===== src/rtl/matrix_mult_pkg.sv =====
// Shared constants and FSM state type for the 3x3 matrix multiplier.
package matrix_mult_pkg;
  localparam int unsigned DW_DEF   = 8;
  localparam int unsigned RW_DEF   = 16;
  localparam int unsigned SUM_W    = 18;
  localparam int unsigned IDX_W    = 4;
  localparam int unsigned LAST_IDX = 8;

  typedef enum logic [1:0] {
    IDLE    = 2'd0,
    COMPUTE = 2'd1,
    DONE    = 2'd2
  } state_t;
endpackage


===== src/rtl/matrix_mult_dot3_unit.sv =====
// Combinational 3-term unsigned dot product with an 18-bit sum.
// Output stage saturates when MATRIX_MULT_SATURATE_EN is defined, else truncates.
module dot3_unit
  import matrix_mult_pkg::*;
#(
  parameter int unsigned DW = DW_DEF,
  parameter int unsigned RW = RW_DEF
) (
  input  logic [DW-1:0] a0,
  input  logic [DW-1:0] a1,
  input  logic [DW-1:0] a2,
  input  logic [DW-1:0] b0,
  input  logic [DW-1:0] b1,
  input  logic [DW-1:0] b2,
  output logic [RW-1:0] res_c
);
  localparam int unsigned PW = 2 * DW;

  logic [PW-1:0]    p0, p1, p2;
  logic [SUM_W-1:0] sum;

  always_comb begin
    p0  = PW'(a0) * PW'(b0);
    p1  = PW'(a1) * PW'(b1);
    p2  = PW'(a2) * PW'(b2);
    sum = SUM_W'(p0) + SUM_W'(p1) + SUM_W'(p2);
  end

`ifdef MATRIX_MULT_SATURATE_EN
  always_comb begin
    res_c = (|sum[SUM_W-1:RW]) ? {RW{1'b1}} : sum[RW-1:0];
  end
`else
  // Upper sum bits are intentionally dropped (modulo 2^RW result).
  logic unused_hi;
  assign unused_hi = |sum[SUM_W-1:RW];
  always_comb begin
    res_c = sum[RW-1:0];
  end
`endif
endmodule


===== src/rtl/matrix_mult_top.sv =====
// Sequential 3x3 unsigned matrix multiplier, one result element per cycle.
// Build option: MATRIX_MULT_SATURATE_EN clamps results instead of wrapping.
module matrix_mult_top
  import matrix_mult_pkg::*;
#(
  parameter int unsigned DW = DW_DEF,
  parameter int unsigned RW = RW_DEF
) (
  input  logic          clk,
  input  logic          rst,
  input  logic          start,
  input  logic [DW-1:0] a11, a12, a13, a21, a22, a23, a31, a32, a33,
  input  logic [DW-1:0] b11, b12, b13, b21, b22, b23, b31, b32, b33,
  output logic [RW-1:0] c11, c12, c13, c21, c22, c23, c31, c32, c33,
  output logic          done
);
  state_t state, state_d;
  logic             capture, wr_en, done_d;
  logic [DW-1:0]    a_q [3][3];
  logic [DW-1:0]    b_q [3][3];
  logic [IDX_W-1:0] idx;
  logic [1:0]       row, col;
  logic [RW-1:0]    res_c;

  dot3_unit #(.DW(DW), .RW(RW)) u_dot3 (
    .a0   (a_q[row][0]),
    .a1   (a_q[row][1]),
    .a2   (a_q[row][2]),
    .b0   (b_q[0][col]),
    .b1   (b_q[1][col]),
    .b2   (b_q[2][col]),
    .res_c(res_c)
  );

  always_ff @(posedge clk) begin
    if (rst) state <= IDLE;
    else     state <= state_d;
  end

  // Next state and datapath strobes; a held start cannot retrigger because DONE waits for start low.
  always_comb begin
    state_d = state;
    capture = 1'b0;
    wr_en   = 1'b0;
    done_d  = 1'b0;
    case (state)
      IDLE: begin
        if (start) begin
          capture = 1'b1;
          state_d = COMPUTE;
        end
      end
      COMPUTE: begin
        wr_en = 1'b1;
        if (idx == IDX_W'(LAST_IDX)) state_d = DONE;
      end
      DONE: begin
        done_d = start;
        if (!start) state_d = IDLE;
      end
      default: state_d = IDLE;
    endcase
  end

  always_ff @(posedge clk) begin
    if (rst) begin
      for (int r = 0; r < 3; r++) begin
        for (int k = 0; k < 3; k++) begin
          a_q[r][k] <= '0;
          b_q[r][k] <= '0;
        end
      end
      idx  <= '0;
      row  <= '0;
      col  <= '0;
      done <= 1'b0;
      c11 <= '0; c12 <= '0; c13 <= '0;
      c21 <= '0; c22 <= '0; c23 <= '0;
      c31 <= '0; c32 <= '0; c33 <= '0;
    end else begin
      done <= done_d;
      if (capture) begin
        a_q[0][0] <= a11; a_q[0][1] <= a12; a_q[0][2] <= a13;
        a_q[1][0] <= a21; a_q[1][1] <= a22; a_q[1][2] <= a23;
        a_q[2][0] <= a31; a_q[2][1] <= a32; a_q[2][2] <= a33;
        b_q[0][0] <= b11; b_q[0][1] <= b12; b_q[0][2] <= b13;
        b_q[1][0] <= b21; b_q[1][1] <= b22; b_q[1][2] <= b23;
        b_q[2][0] <= b31; b_q[2][1] <= b32; b_q[2][2] <= b33;
        idx <= '0;
        row <= '0;
        col <= '0;
      end
      if (wr_en) begin
        case (idx)
          4'd0: c11 <= res_c;
          4'd1: c12 <= res_c;
          4'd2: c13 <= res_c;
          4'd3: c21 <= res_c;
          4'd4: c22 <= res_c;
          4'd5: c23 <= res_c;
          4'd6: c31 <= res_c;
          4'd7: c32 <= res_c;
          4'd8: c33 <= res_c;
          default: ;
        endcase
        idx <= idx + IDX_W'(1);
        // Row/col walk row-major and wrap to 0 so the operand muxes stay in range.
        if (col == 2'd2) begin
          col <= 2'd0;
          row <= (row == 2'd2) ? 2'd0 : row + 2'd1;
        end else begin
          col <= col + 2'd1;
        end
      end
    end
  end
endmodule


===== config.mk =====
export PLATFORM = sky130hd
export DESIGN_NAME = matrix_mult_top
export DESIGN_NICKNAME = d
export VERILOG_FILES = /design/src/rtl/matrix_mult_pkg.sv /design/src/rtl/matrix_mult_dot3_unit.sv /design/src/rtl/matrix_mult_top.sv
export SDC_FILE = /design/constraint.sdc
export NUM_CORES = 1
export LEC_CHECK = 0
export ABC_AREA = 1
export BUFFER_PORTS_ARGS = -buffer_cell sky130_fd_sc_hd__clkbuf_2
export CORE_MARGIN = 2
export CORE_UTILIZATION = 63
export DETAILED_ROUTE_END_ITERATION = 8
export PLACE_DENSITY = 0.87
export SYNTH_ARGS = -nofsm -noshare
export SYNTH_HDL_FRONTEND = slang
export SYNTH_HIERARCHICAL = 1
export SYNTH_SLANG_ARGS = --single-unit

===== constraint.sdc =====
create_clock -name clk -period 10.9 [get_ports clk]
set_input_delay 0.545 -clock clk [delete_from_list [all_inputs] [get_ports clk]]
set_output_delay 0.545 -clock clk [all_outputs]
set_load 0.05 [all_outputs]

==> impl_metrics.tcl, run 1 <==
set metrics [dict create \
    outcome "completed" \
    synthArstFlopShare 0 \
    n_fill_cell 2264 \
    timing.rr.start "row[1]$_SDFF_PP0_" \
    clock_latency_ps 560 \
    critical_path_arrival_ps 8270 \
    rsz0062_at_grt "no" \
    hpwl_um 37800 \
    cts_inserted_buffers 31 \
    hold_violations 0 \
    nets 3089 \
    worst_path_most_repeated_cell "fa_1" \
    grt_pass1_vias 15948 \
    fin_crit_sh 0.713 \
    synth-seq-area-share 0.379 \
    reg2reg_depth 27 \
    hold_buffers 0 \
    wl_per_cell_um 15.8 \
    yosys_warnings 6 \
    cts-htree-levels 1 \
    multi_input_area_um2 9470 \
    reg2reg_slack_ps 3130 \
    min_path_type "primary input to flop" \
    cp-end-kind "flop" \
    period_minus_slack_ps 7770 \
    grt_max_degree 107 \
    ys.flop_type "dfxtp_1" \
    start_util 0.640 \
    synth_area_um2 19600 \
    synth_edf_count 144 \
    syn2layout_area_growth_pct 11.8 \
    maxCapViolations 0 \
    drv_slew 0 \
    cts_tree "done" \
    synth_seq_cells 299 \
    register_area_um2 7430 \
    finalClockSkew_ps 12.7 \
    antenna_found_initial 0 \
    drt_iter0_drc 1369 \
    globalplace.congestion 0.934 \
    hp-start "rst" \
    num_io_pins 292 \
    timing.fmax_mhz 129 \
    diodes 0 \
    routed_wl_um 49300 \
    via_count 16058 \
    drive_above_1_share 0.138 \
    clk_path_buf_depth 3 \
    vias_per_cell 5.17 \
    tns_ps 0 \
    syn_inst 2477 \
    total_leakage_power_nw 12.1 \
    clk_pin_slew_worst_paths_ps 60 \
    final_antenna_net_count 0 \
    fp.coreArea_um2 30600 \
    portBuffers 291 \
    drc 0 \
    track_usage 0.301 \
    synth_nets 2877 \
    vdd.ir_drop.worst_mv 0.428 \
    synth_top_area_frac 0.221 \
    cp.depth 27 \
    slew_headroom 0.322 \
    avgSynthCellArea_um2 7.91 \
    setup_viol 0 \
    power_density_nw_per_um2 229 \
    die_area_um2 32500 \
    crit_type "flop to flop" \
    firstDrtPassIters 5 \
    grt_pass1_wl_um 78700 \
    cts_resized 0 \
    rows 64 \
    synthTopCellsByArea "edfxtp_1, fa_1, dfxtp_1, nand2_1, inv_1" \
    die_y_um 180 \
    yosys.area.top_type "edfxtp_1" \
    min_path_cells 2 \
    synth_cell_types 35 \
    startpoint "row[1]$_SDFF_PP0_" \
    synth_commonest_cells "nand2_1, inv_1, nor2_1" \
    postCtsSetupBuffers 0 \
    root_buffer "clkbuf_16" \
    hold_ws_ps 205 \
    overflow 0 \
    synth_most_common_cell "nand2_1" \
    crit_family "adder cells" \
    cpPeakStageDelay_ps 870 \
    tightest_slew_ps 1020 \
    cp_max_fo 27 \
    crit_slowest_cell "dfxtp_1" \
    dieWidth_um 180 \
    start_kind "flop" \
    clock-sinks 299 \
    crit_required_ps 11400 \
    crit_buf_inv 7 \
]
## logic make-up after synthesis
group           after synthesis  share of synthesized area
buf+inv                     655                      0.138
xor+xnor                      8                    0.00358
compound gates               31                    0.00901
fa+ha+maj                   253                      0.222
simple gates               1231                      0.248
flops                       299                      0.379
## report_power, final
group	total (mW)	switching, mW	internal (mW)
clock network	1.02	0.431	0.590
logic	2.70	1.99	0.715
registers	1.28	0.0326	1.25
## flip-flops by register name, indices dropped and copies added, names as in the netlist, 4 cells and up
| register | cells |
|---|---|
| c13 | 16 |
| a_q | 72 |
| c22 | 16 |
| c33 | 16 |
| c23 | 16 |
| c32 | 16 |
| idx | 4 |
| c12 | 16 |
| c11 | 16 |
| c21 | 16 |
| b_q | 72 |
| c31 | 16 |
## layout make-up
cell class                      count  share of cell area
Multi-Input combinational cell   1523               0.432
Sequential cell                   299               0.339
Inverter                          535              0.0918
Timing Repair Buffer              299              0.0693
Clock buffer                       41              0.0385
Tap cell                          396              0.0226
Clock inverter                     15             0.00623
## cells in the final DEF, fill, tap and decap left out, drive strengths merged
master and instances:
bufinv 2, fa 158, nand3b 2, xor2 5
dfxtp 155, nor2 467, nand2 690, a21oi 15
clkinv 25, nor3 1, xnor2 3, o21bai 1
nor2b 1, a21o 3, nand4 4, or2 1
nand3 65, clkbuf 332, inv 522, buf 8
ha 95, clkinvlp 1, o21ai 12, edfxtp 144
## final timing paths
check / end
worst min-delay path: state[0]$_SDFFE_PP0P_
worst max-delay path: c32[10]$_SDFFE_PP0P_
worst max register to register: c32[10]$_SDFFE_PP0P_
worst min register to register: c32[7]$_SDFFE_PP0P_
## routing by layer
metal / vias up / routed length (um) / GRT usage
met5: - / 0 / 0
met4: 0 / 3260 / 0.175
met3: 179 / 3760 / 0.0416
met2: 842 / 23900 / 0.520
met1: 7436 / 18400 / 0.360
li1: 7601 / - / -
## worst register-to-register path, stage by stage (launching register included)
cell	delay, ps
dfxtp_1	870
nor2_1	360
buf_4	310
nand2_1	70
nand3_1	320
nand2_1	190
inv_1	80
fa_1	490
inv_1	60
fa_1	500
fa_1	550
inv_1	60
fa_1	480
fa_1	530
fa_1	490
inv_1	40
fa_1	470
inv_1	40
ha_1	320
a21oi_1	250
o21ai_2	130
nand2_1	80
nand2_1	70
xor2_1	140
clkinv_1	430
nand2_1	200
nand2_1	60
nor2_1	110
## stage by stage
step	total power, mW	utilization	instances	instance area (um2)	setup slack [ps]
final	5.01	0.716	3108	21900	3130
after global placement	3.89	0.684	3052	20900	3450
after detailed placement	3.96	0.684	3052	20900	3260
after global routing	5.34	0.716	3108	21900	2660
after floorplan	3.10	-	2477	19600	4480
after CTS	4.98	0.716	3108	21900	3210
No activity file was read; power rests on OpenSTA's default activity.
==> run 2, diff against run 1 <==
--- a/config.mk
+++ b/config.mk
@@ -8,9 +8,9 @@
 export ABC_AREA = 1
 export BUFFER_PORTS_ARGS = -buffer_cell sky130_fd_sc_hd__clkbuf_2
 export CORE_MARGIN = 2
-export CORE_UTILIZATION = 63
+export CORE_UTILIZATION = 59
 export DETAILED_ROUTE_END_ITERATION = 8
-export PLACE_DENSITY = 0.87
+export PLACE_DENSITY = 0.82
 export SYNTH_ARGS = -nofsm -noshare
 export SYNTH_HDL_FRONTEND = slang
 export SYNTH_HIERARCHICAL = 1
==> constraint.sdc (replaced) <==
create_clock -name clk -period 8 [get_ports clk]
set_input_delay 0.4 -clock clk [delete_from_list [all_inputs] [get_ports clk]]
set_output_delay 0.4 -clock clk [all_outputs]
set_load 0.05 [all_outputs]
==> impl_metrics.tcl, run 2 (synthesized netlist as in run 1, its figures left out) <==
set metrics [dict create \
    outcome "completed" \
    cts_tree "done" \
    die_y_um 186 \
    grt_pass1_wl_um 76200 \
    die_area_um2 34700 \
    rsz0062_at_grt "no" \
    portBuffers 291 \
    cp_max_fo 26 \
    wl_per_cell_um 15.5 \
    clk_pin_slew_worst_paths_ps 60 \
    hold_violations 0 \
    hold_buffers 0 \
    clk_path_buf_depth 3 \
    timing.rr.start "row[1]$_SDFF_PP0_" \
    rows 66 \
    antenna_found_initial 0 \
    worst_path_most_repeated_cell "fa_1" \
    firstDrtPassIters 5 \
    cts-htree-levels 1 \
    multi_input_area_um2 9470 \
    vdd.ir_drop.worst_mv 0.538 \
    tns_ps 0 \
    crit_family "adder cells" \
    timing.fmax_mhz 137 \
    r2r_end "c32[6]$_SDFFE_PP0P_" \
    layout_commonest_cell "nand2_1" \
    critical_path_arrival_ps 7790 \
    hpwl_um 37500 \
    register_area_um2 7430 \
    nets 3090 \
    globalplace.congestion 1.01 \
    finalClockSkew_ps 25.8 \
    dp_slack_ps 772 \
    drt_iter0_drc 1102 \
    worst_slack_ps 715 \
    tightest_slew_ps 1100 \
    maxCapViolations 0 \
    dp.cells 3100 \
    final_antenna_net_count 0 \
    cts_resized 0 \
    total_leakage_power_nw 12.1 \
    dieWidth_um 186 \
    reg.largest.list "a_q x72, b_q x72" \
    min_path_cells 2 \
    syn2layout_area_growth_pct 12.6 \
    setup_viol 0 \
    drv_slew 0 \
    reg2reg_slack_ps 720 \
    track_usage 0.282 \
    vias_per_cell 4.97 \
    diodes 0 \
    hp-start "rst" \
    start_util 0.600 \
    clock-sinks 299 \
    hold_ws_ps 45.5 \
    reg2reg_depth 26 \
    via_count 15680 \
    cts_inserted_buffers 30 \
    holdPathEnd "state[0]$_SDFFE_PP0P_" \
    period_minus_slack_ps 7280 \
    crit_slowest_cell "fa_1" \
    root_buffer "clkbuf_16" \
    drc 0 \
    slew_headroom 0.266 \
    crit_required_ps 8510 \
    power_density_nw_per_um2 313 \
    grt_pass1_vias 15302 \
    postLayoutCoreUtil 0.676 \
    num_io_pins 292 \
    final_cells 3156 \
    fp.coreArea_um2 32600 \
    clock_latency_ps 590 \
    min_path_type "primary input to flop" \
    postCtsSetupBuffers 0 \
    layout_common_cells "nand2_1, inv_1, nor2_1" \
    overflow 0 \
    grt_max_degree 102 \
    cpPeakStageDelay_ps 560 \
    start_kind "flop" \
    crit_type "flop to flop" \
    drive_above_1_share 0.140 \
    routed_wl_um 49000 \
    cp-end-kind "flop" \
    crit_buf_inv 8 \
    fin_crit_sh 0.911 \
    n_fill_cell 2638 \
]
run 2: changes by cell type in the layout (fill, tap and decap cells not counted):
cell | previous run | this run
clkbuf_8 | 3 | 10
clkinv_1 | 20 | 16
clkinv_16 | 0 | 1
clkbuf_2 | 291 | 294
inv_6 | 2 | 0
clkinvlp_4 | 1 | 0
clkinv_2 | 5 | 1
bufinv_16 | 2 | 1
buf_4 | 8 | 10
clkbuf_16 | 31 | 32
run 2: layer usage:
metal  GRT usage  share of wire  up-vias
met2       0.504           0.50      650
met3      0.0403          0.071      121
met4       0.116          0.039        0
met1       0.343           0.39     7303
met5           0              0        -
li1            -              -     7606
run 2: per-stage QoR:
stage / instance area (um2) / power [mW]
6_report: 22000 / 6.91
2_1_floorplan: 19600 / 4.22
3_3_place_gp: 21000 / 5.30
4_1_cts: 22000 / 6.90
5_1_grt: 22000 / 7.39
3_5_place_dp: 21000 / 5.43
run 2: cell type report:
cell class / instances / share of cell area
multi-input cells: 1523 / 0.429
flip-flops and latches: 299 / 0.337
inverters: 535 / 0.0912
repair buffers: 301 / 0.0695
clock buffers: 52 / 0.0444
well taps: 442 / 0.0251
clock inverters: 4 / 0.00346
run 2: worst max-delay path by stage:
| stage | start | to | slack, ps | cells after the start |
|---|---|---|---|---|
| 2_1_floorplan | col[0]$_SDFFE_PP0P_ | c11[15]$_SDFFE_PP0P_ | 1580 | 30 |
| 3_3_place_gp | row[1]$_SDFF_PP0_ | c23[8]$_SDFFE_PP0P_ | 930 | 27 |
| 3_5_place_dp | row[1]$_SDFF_PP0_ | c13[8]$_SDFFE_PP0P_ | 770 | 27 |
| 4_1_cts | row[1]$_SDFF_PP0_ | c23[8]$_SDFFE_PP0P_ | 750 | 27 |
| 5_1_grt | row[0]$_SDFF_PP0_ | c12[11]$_SDFFE_PP0P_ | 350 | 27 |
| 6_report | row[1]$_SDFF_PP0_ | c32[6]$_SDFFE_PP0P_ | 720 | 26 |
run 2: power by group:
part	switching, mW	internal, mW	total, mW
logic	2.73	0.983	3.71
registers	0.0381	1.70	1.74
clock network	0.597	0.864	1.46
total	3.36	3.55	6.91
